$ cat src/rtl/invaders_pkg.sv
// Shared constants for the sprite collision logic: coordinate width, box field
// layout and scanner state encodings.
package invaders_pkg;

  localparam int COORD_W = 11;

  // Field slot inside a packed box: {bottomy, topy, rightx, leftx}
  localparam int LEFT   = 0;
  localparam int RIGHT  = 1;
  localparam int TOP    = 2;
  localparam int BOTTOM = 3;

  localparam int BOX_W = 4 * COORD_W;

  typedef enum logic [1:0] {
    ST_IDLE = 2'd0,
    ST_SCAN = 2'd1,
    ST_DONE = 2'd2
  } scan_state_t;

endpackage

$ cat src/rtl/box_overlap.sv
// Combinational inclusive-bounds overlap test of two packed boxes (y grows downward).
module box_overlap
  import invaders_pkg::*;
#(
  parameter int CW = invaders_pkg::COORD_W
) (
  input  logic [4*CW-1:0] a,
  input  logic [4*CW-1:0] b,
  output logic            hit
);

  logic [CW-1:0] a_left, a_right, a_top, a_bottom;
  logic [CW-1:0] b_left, b_right, b_top, b_bottom;

  assign a_left   = a[LEFT*CW   +: CW];
  assign a_right  = a[RIGHT*CW  +: CW];
  assign a_top    = a[TOP*CW    +: CW];
  assign a_bottom = a[BOTTOM*CW +: CW];
  assign b_left   = b[LEFT*CW   +: CW];
  assign b_right  = b[RIGHT*CW  +: CW];
  assign b_top    = b[TOP*CW    +: CW];
  assign b_bottom = b[BOTTOM*CW +: CW];

  // Touching edges count as overlap, so zero-area boxes can still hit
  assign hit = (a_top <= b_bottom) && (a_bottom >= b_top) &&
               (a_left <= b_right) && (a_right >= b_left);

endmodule

$ cat src/rtl/bullet_hit_scanner.sv
// Once-per-frame bullet/target collision scan, one pair per clock, producing
// sticky hit masks and a hit count from a snapshot taken at the frame tick.
module bullet_hit_scanner
  import invaders_pkg::*;
#(
  parameter int COORD_W     = invaders_pkg::COORD_W,
  parameter int NUM_BULLETS = 4,
  parameter int NUM_TARGETS = 16
) (
  input  logic                               clk,
  input  logic                               rst,
  input  logic                               start,
  input  logic [NUM_BULLETS*4*COORD_W-1:0]   bullet_box,
  input  logic [NUM_BULLETS-1:0]             bullet_valid,
  input  logic [NUM_TARGETS*4*COORD_W-1:0]   target_box,
  input  logic [NUM_TARGETS-1:0]             target_alive,
  output logic                               busy,
  output logic                               done,
  output logic [NUM_BULLETS-1:0]             bullet_hit,
  output logic [NUM_TARGETS-1:0]             target_hit,
  output logic [$clog2(((NUM_BULLETS < NUM_TARGETS) ? NUM_BULLETS : NUM_TARGETS) + 1)-1:0] hit_count
);

  localparam int BW     = 4 * COORD_W;
  localparam int BI_W   = (NUM_BULLETS > 1) ? $clog2(NUM_BULLETS) : 1;
  localparam int TI_W   = (NUM_TARGETS > 1) ? $clog2(NUM_TARGETS) : 1;
  localparam int MIN_BT = (NUM_BULLETS < NUM_TARGETS) ? NUM_BULLETS : NUM_TARGETS;
  localparam int HC_W   = $clog2(MIN_BT + 1);

  localparam logic [BI_W-1:0] B_LAST = BI_W'(NUM_BULLETS - 1);
  localparam logic [TI_W-1:0] T_LAST = TI_W'(NUM_TARGETS - 1);

  scan_state_t state_q, state_d;

  logic [BW-1:0]          bbox_q [NUM_BULLETS];
  logic [BW-1:0]          tbox_q [NUM_TARGETS];
  logic [NUM_BULLETS-1:0] bvalid_q;
  logic [NUM_TARGETS-1:0] talive_q;
  logic [BI_W-1:0]        b_idx;
  logic [TI_W-1:0]        t_idx;

  logic accept, last_pair, eligible, overlap;

  assign accept    = (state_q == ST_IDLE) && start;
  assign last_pair = (b_idx == B_LAST) && (t_idx == T_LAST);
  // Current masks gate eligibility, giving lowest-index priority on both sides
  assign eligible  = bvalid_q[b_idx] && !bullet_hit[b_idx] &&
                     talive_q[t_idx] && !target_hit[t_idx];

  box_overlap #(.CW(COORD_W)) u_overlap (
    .a   (bbox_q[b_idx]),
    .b   (tbox_q[t_idx]),
    .hit (overlap)
  );

  always_ff @(posedge clk or posedge rst) begin
    if (rst) state_q <= ST_IDLE;
    else     state_q <= state_d;
  end

  always_comb begin
    state_d = state_q;
    busy    = 1'b0;
    done    = 1'b0;
    case (state_q)
      ST_IDLE: if (start) state_d = ST_SCAN;
      ST_SCAN: begin
        busy = 1'b1;
        if (last_pair) state_d = ST_DONE;
      end
      ST_DONE: begin
        done    = 1'b1;
        state_d = ST_IDLE;
      end
      default: state_d = ST_IDLE;
    endcase
  end

  always_ff @(posedge clk or posedge rst) begin
    if (rst) begin
      for (int i = 0; i < NUM_BULLETS; i++) bbox_q[i] <= '0;
      for (int j = 0; j < NUM_TARGETS; j++) tbox_q[j] <= '0;
      bvalid_q   <= '0;
      talive_q   <= '0;
      bullet_hit <= '0;
      target_hit <= '0;
      hit_count  <= '0;
      b_idx      <= '0;
      t_idx      <= '0;
    end else if (accept) begin
      for (int i = 0; i < NUM_BULLETS; i++) bbox_q[i] <= bullet_box[i*BW +: BW];
      for (int j = 0; j < NUM_TARGETS; j++) tbox_q[j] <= target_box[j*BW +: BW];
      bvalid_q   <= bullet_valid;
      talive_q   <= target_alive;
      bullet_hit <= '0;
      target_hit <= '0;
      hit_count  <= '0;
      b_idx      <= '0;
      t_idx      <= '0;
    end else if (state_q == ST_SCAN) begin
      if (eligible && overlap) begin
        bullet_hit[b_idx] <= 1'b1;
        target_hit[t_idx] <= 1'b1;
        hit_count         <= hit_count + HC_W'(1);
      end
      if (t_idx == T_LAST) begin
        t_idx <= '0;
        b_idx <= last_pair ? '0 : b_idx + BI_W'(1);
      end else begin
        t_idx <= t_idx + TI_W'(1);
      end
    end
  end

endmodule

$ cat config.mk
export PLATFORM = sky130hd
export DESIGN_NAME = bullet_hit_scanner
export DESIGN_NICKNAME = d
export VERILOG_FILES = /design/src/rtl/invaders_pkg.sv /design/src/rtl/box_overlap.sv /design/src/rtl/bullet_hit_scanner.sv
export SDC_FILE = /design/constraint.sdc
export NUM_CORES = 2
export LEC_CHECK = 0
export ABC_AREA = 1
export CAP_MARGIN = 15
export CORE_AREA = 2 2 366 368
export DETAILED_ROUTE_END_ITERATION = 16
export DIE_AREA = 0 0 368 370
export HOLD_SLACK_MARGIN = 0.03
export MAX_ROUTING_LAYER = met4
export PLACE_DENSITY_LB_ADDON = 0.05
export SLEW_MARGIN = 20
export SYNTH_ARGS = -nofsm -noshare
export SYNTH_HDL_FRONTEND = slang
export SYNTH_SLANG_ARGS = --single-unit
$ cat constraint.sdc
create_clock -name clk -period 46.9 [get_ports clk]
set_input_delay 9.38 -clock clk [delete_from_list [all_inputs] [get_ports clk]]
set_output_delay 9.38 -clock clk [all_outputs]
set_load 0.01 [all_outputs]
Word level (Yosys, flattened, before mapping)
Index checks and enable logic that the tools add are counted.
{"block": "classes", "add_sub_neg": 3, "magnitude_cmp": 10, "eq_ne": 6, "mux": 39, "n_bitwise": 4, "n_reduce_logical": 20}
{"op": "44-bit binary-select mux with 4-bit select", "n": 1}
{"op": "44-bit 2-to-1 mux", "n": 4}
{"op": "44-bit binary-select mux with 2-bit select", "n": 1}
{"op": "16-bit 2-to-1 mux", "n": 3}
{"op": "4-bit 2-to-1 mux", "n": 6}
{"op": "11-bit >= comparator", "n": 2}
{"op": "11-bit less-or-equal comparator", "n": 2}
{"op": "16-bit OR", "n": 1}
{"op": "2-bit 2-to-1 mux", "n": 6}
{"op": "1-bit logical AND", "n": 11}
{"op": "3-bit 2-to-1 mux", "n": 3}
{"op": "1-bit binary-select mux with 4-bit select", "n": 2}
{"op": "1-bit 2-to-1 mux", "n": 8}
{"op": "2-bit AND reduction", "n": 3}
{"op": "2-bit nonzero test", "n": 3}
{"op": "5-bit >= comparator, second input constant", "n": 1}
{"op": "4-bit by 5-bit < comparator with 1-bit output, second input constant", "n": 1}
{"op": "4-bit inverter with 5-bit output", "n": 1}
{"op": "4-bit by 1-bit adder with 4-bit output, second input constant", "n": 1}
{"op": "1-bit binary-select mux with 2-bit select", "n": 2}
{"op": "1-bit demux with 4-bit select", "n": 1}
{"op": "2-bit equality test, second input constant", "n": 2}
{"op": "4-bit equality test, second input constant", "n": 1}
{"op": "4-bit by 1-bit >= comparator with 1-bit output, second input constant", "n": 1}
{"op": "13 further kinds", "n": 15}
{"block": "word_totals", "ff_bits": 931, "input_bits": 903, "output_inout_bits": 25}

Logic depth before layout (Yosys ltp)
{"block": "depth", "ltp_word": 12, "ltp_mapped": 26, "depth_no_buf": 21}

By module
From an unflattened synthesis, not the netlist that was laid out.
{"block": "unflattened", "cells_unflattened": 5780, "area_unflattened_um2": 43568.0}
{"module": "bullet_hit_scanner", "instances": 1, "cells_each": 5564, "area_per_inst_um2": 42306.8, "seq_area_each_um2": 23297.3}
{"module": "box_overlap", "instances": 1, "cells_each": 216, "area_per_inst_um2": 1261.2, "seq_area_each_um2": 0.0}

Worst setup path before layout
Ideal clock, no wire load.
{"block": "synth_timing", "path_kind": "input to register", "startpoint": "input start", "endpoint": "register tbox_q[556] in the netlist's numbering", "setup_ns": 0.066, "t_arrival_ns": 10.426, "required_ns": 46.834, "path_slack_ns": 36.408, "cell_stages": 7, "path_cell_list": "nand2_1 > nor2_1 > buf_2 > clkbuf_1 > clkbuf_1 > nand2_1 > nand2_1"}
{"block": "synth_between", "elab_chain_len": 1}
{"element": "start, declared", "line_no": "bullet_hit_scanner.sv:12", "source": "input logic start,"}
{"element": "1-bit logical AND", "line_no": "bullet_hit_scanner.sv:44", "source": "assign accept = (state_q == ST_IDLE) && start;"}
{"element": "end, declared", "line_no": "bullet_hit_scanner.sv:36", "source": "logic [BW-1:0] tbox_q [NUM_TARGETS];"}
Every way passes these cells.
A chain may end at the register's enable or synchronous reset.

==> run summary <==
For the area used by sequential logic in the layout, the log shows 23300 um^2. The run finished with clean final reports. Among the stages of the critical path, the cell type that occurs most often is buf_4.

Traced cell by cell, the critical path runs through clkdlybuf4s50_1 > inv_8 > buf_4 > buf_4 > buf_4 > buf_4. Once detail routing completed, the nets flagged for antenna violations numbered 0. The launching element type of the critical path is an input port.

Counting the buffers created by CTS gives 108. The cell sitting at the root of the clock tree is a clkbuf_16. Static timing analysis puts the maximum clock frequency at 76.8 MHz. Data on the critical path is required at its endpoint by 47.66 ns. For this run, design rule violations remaining after detail routing come to 0. The mean post-synth cell area was 7.65 um^2. The post-route cell area was 57900 um^2; the final estimated routing congestion in global placement was 0.846.

928 I/O pins were placed. The initial antenna violation count is 25, and the least setup slack across all paths after layout is 33.89 ns. The layout cell share with drive strength beyond 1 came out at 3.92%.

Setup repair after global routing left no endpoint under its margin. The number of buffers and inverters on the critical path is 6. The start point of the worst min-delay path is tbox_q[98]$_DFFE_PP0P_.

Across the run, the number of max-cap violations was 0. The analysis attributes to cell leakage a power of 29.6 nW. In this run the tightest slew margin relative to its limit is 15.3%. Category of the worst setup path capture point: an asynchronous set/reset pin.

After detailed routing, the total wire length is 192000 um. From bottom edge to top edge, the die measures 370 um. Synthesis instantiated 31 different standard cells from the library. The actual transition at the worst max-transition pin came out at 1.26 ns. Once the floorplan was initialized, standard cells occupied 33.2% of the core. For the sum of overflow across all layers after global routing, the log shows 0. At the worst endpoint, the arrival time is 13.77 ns.

In this run the power density over the cells is 30.6 nW/um^2. The run gives 0 as the post-CTS setup buffer count. The core region is 132000 um^2. In the final layout, the multi-input gates occupy 18100 um^2. For this design, the slowest cell found on the critical path is buf_4. The tools report the number of pins exceeding their max-slew limit in the final report as 0. For the worst-skew pair later-pin latency, the log shows 0.70 ns. The number of global-route vias before repair is 40561.

The routed layout has 41298 vias. Of the synthesized area, sequential elements account for 53.0%. Synthesis produced a netlist with a net count of 6705.

The tools report the detailed router's first-iteration violation count as 3735. The longest clock path from root to sink contains 3 buffers. The largest driver fanout on the critical path works out to 110.

Total number of H-tree levels: 3. Detailed placement finished with a half-perimeter wire length of 139000 um. The total count of hold-check failures in the final report was 0; the worst clock skew was 0.0240 ns. The tools report the worst setup path startpoint as rst. The number of port buffers was 927; the netlist area before placement was 44000 um^2. The min-delay analysis places its worst path in the category reg -> reg. For the total negative slack for setup checks, the log shows 0 ns. The worst setup path is of the in -> async kind. The filler cells instantiated in the layout total 13696. Before CTS, the worst setup slack after placement is 32.69 ns.

The first-pass detailed-route iteration total was 7; the pin count of the biggest net entering global routing was 219. Setup violations remaining at the end of the flow were counted as 0. Dividing the final minimum period by the clock period gives 27.7%.

In this run the cell area measured after placement is 54200 um^2. Among cell families on the critical path, the largest total delay comes from buffers and inverters. The die covers 136000 um^2. For this run, the total global-route usage over all layers was measured as 28.5%. After the last flow step, the layout net total stands at 7416. The clock-pin slew on the worst setup and hold paths came out at 0.06 ns. The worst register-to-register path begins at t_idx[0]$_DFFE_PP0P_. During synthesis, Yosys emitted a total of 0 warnings. The horizontal extent of the die was 368 um; the total clock sinks was 931. The growth of design area from synthesis to finish is 31.8%. The maximum cell stage delay along the critical path came out at 0.85 ns. The first-pass GRT wire length was 278000 um.

For the final hold slack, the log shows 0.463 ns. Post-CTS resize count: 0. The average wire per standard cell works out to 23.1 um. Final period demand of the worst path: 13.01 ns.

Placement row count: 134. The worst-case IR drop observed on VDD is 0.0000254 V. Synthesis inferred 931 register bits. Count of hold buffers inserted by post-cts repair: 0. TritonCTS built the clock tree. Synthesis produced 5749 cells.

Dividing the detail-routed via count by the number of cells gives 4.95.
[power breakdown]
part / total (W) / switching, W / internal [W]
combinational: 0.000112 / 0.0000454 / 0.0000666
sequential: 0.000803 / 0 / 0.000803
clock: 0.000858 / 0.000358 / 0.000500
total: 0.00177 / 0.000403 / 0.00137
[cells in the mapped netlist]
cell type  number  area share [%]
buf_4           8            0.14
a32o_1          4           0.091
buf_2         156             1.8
nand2_1      2712              23
nand4_1        11            0.16
o22ai_1        86             1.2
inv_2           5           0.043
nor2_2          1           0.014
nand2_2         1           0.014
nand2_4         1           0.026
nand4_4         1           0.048
a221oi_2        7            0.24
o21ai_0       690             7.9
ha_1           53             1.5
nand3_1        65            0.74
clkbuf_1      195             1.7
nor2_4          2           0.051
a21o_1          2           0.034
o21ai_1        34            0.39
a221oi_1       33            0.66
buf_6          14            0.36
dfrtp_1       931              53
xor2_1          2           0.040
nor3_1          1           0.011
a21oi_1       162             1.8
and2_1          2           0.028
nand3_2         1           0.023
buf_1          10           0.085
nor2_1        351             3.0
clkinv_1        1          0.0085
inv_1         207             1.8
[path summary, 6_finish.rpt]
path / to / slack, ns / cells after the start
hold reg to reg: tbox_q[98]$_DFFE_PP0P_ / 0.46 / 2
setup / recovery: tbox_q[388]$_DFFE_PP0P_ / 33.89 / 6
max in group clk: tbox_q[15]$_DFFE_PP0P_ / 33.89 / 9
setup reg to reg: target_hit[13]$_DFFE_PP0P_ / 40.76 / 18
hold / removal: tbox_q[98]$_DFFE_PP0P_ / 0.46 / 2
min in group asynchronous: tbox_q[596]$_DFFE_PP0P_ / 9.19 / 2
[cell type report]
cell class	instances	area share [%]
inverters	213	1.42
well taps	1768	3.82
clock inverters	25	0.447
flip-flops and latches	931	40.2
multi-input cells	4222	31.3
diodes	20	0.0864
clock buffers	173	5.80
repair buffers	984	16.9
[metrics by stage]
step	power (W)	utilization, %	instances
3_5_place_dp	0.000931	41.0	8117
4_1_cts	0.00179	43.7	8315
5_1_grt	0.00183	43.7	8334
3_3_place_gp	0.000932	41.0	8117
6_report	0.00177	43.7	8336
2_1_floorplan	0.000831	-	5749
[worst register-to-register path: cells and delay by family (launching register included)]
kind | cells | cell delay, ns
and+or+nand+nor | 8 | 0.81
buffers and inverters | 3 | 1.76
AOI/OAI and AO/OA | 6 | 2.35
adders and majority gates | 1 | 0.39
DFF | 1 | 0.71
[state kept, by name, indices dropped and copies added (netlist names)]
register and cells:
talive_q 16, bvalid_q 4, hit_count 3, tbox_q 704
bullet_hit 4, t_idx 4, target_hit 16, b_idx 2
bbox_q 176, state_q 2
[metal layers]
layer,vias to the layer above,track usage (%),share of wire (%)
met5,-,-,0
met1,20167,38.2,45
met3,237,3.57,4.9
li1,19666,-,-
met4,0,9.71,3.5
met2,1228,44.5,46
[cells by family after synthesis]
| family | count (synthesis) | synth area share (%) |
|---|---|---|
| simple gates | 3149 | 27.3 |
| buf+inv | 596 | 5.84 |
| fa+ha+maj | 53 | 1.51 |
| xor+xnor | 2 | 0.0399 |
| compound gates | 1018 | 12.3 |
| flops | 931 | 53.0 |
[placed cells by master, fill, tap and decap left out, drive strengths merged]
| cell type | instances |
|---|---|
| nand2 | 2714 |
| dfrtp | 931 |
| clkdlybuf4s50 | 927 |
| o21ai | 724 |
| nor2 | 354 |
| inv | 213 |
| clkbuf | 173 |
| a21oi | 162 |
| o22ai | 86 |
| nand3 | 66 |
| buf | 57 |
| ha | 53 |
| a221oi | 40 |
| clkinv | 22 |
| diode | 20 |
| nand4 | 12 |
| a32o | 4 |
| xor2 | 2 |
| and2 | 2 |
| a21o | 2 |
| bufinv | 2 |
| nor3 | 1 |
| clkinvlp | 1 |
No activity file was read; power rests on OpenSTA's default activity.
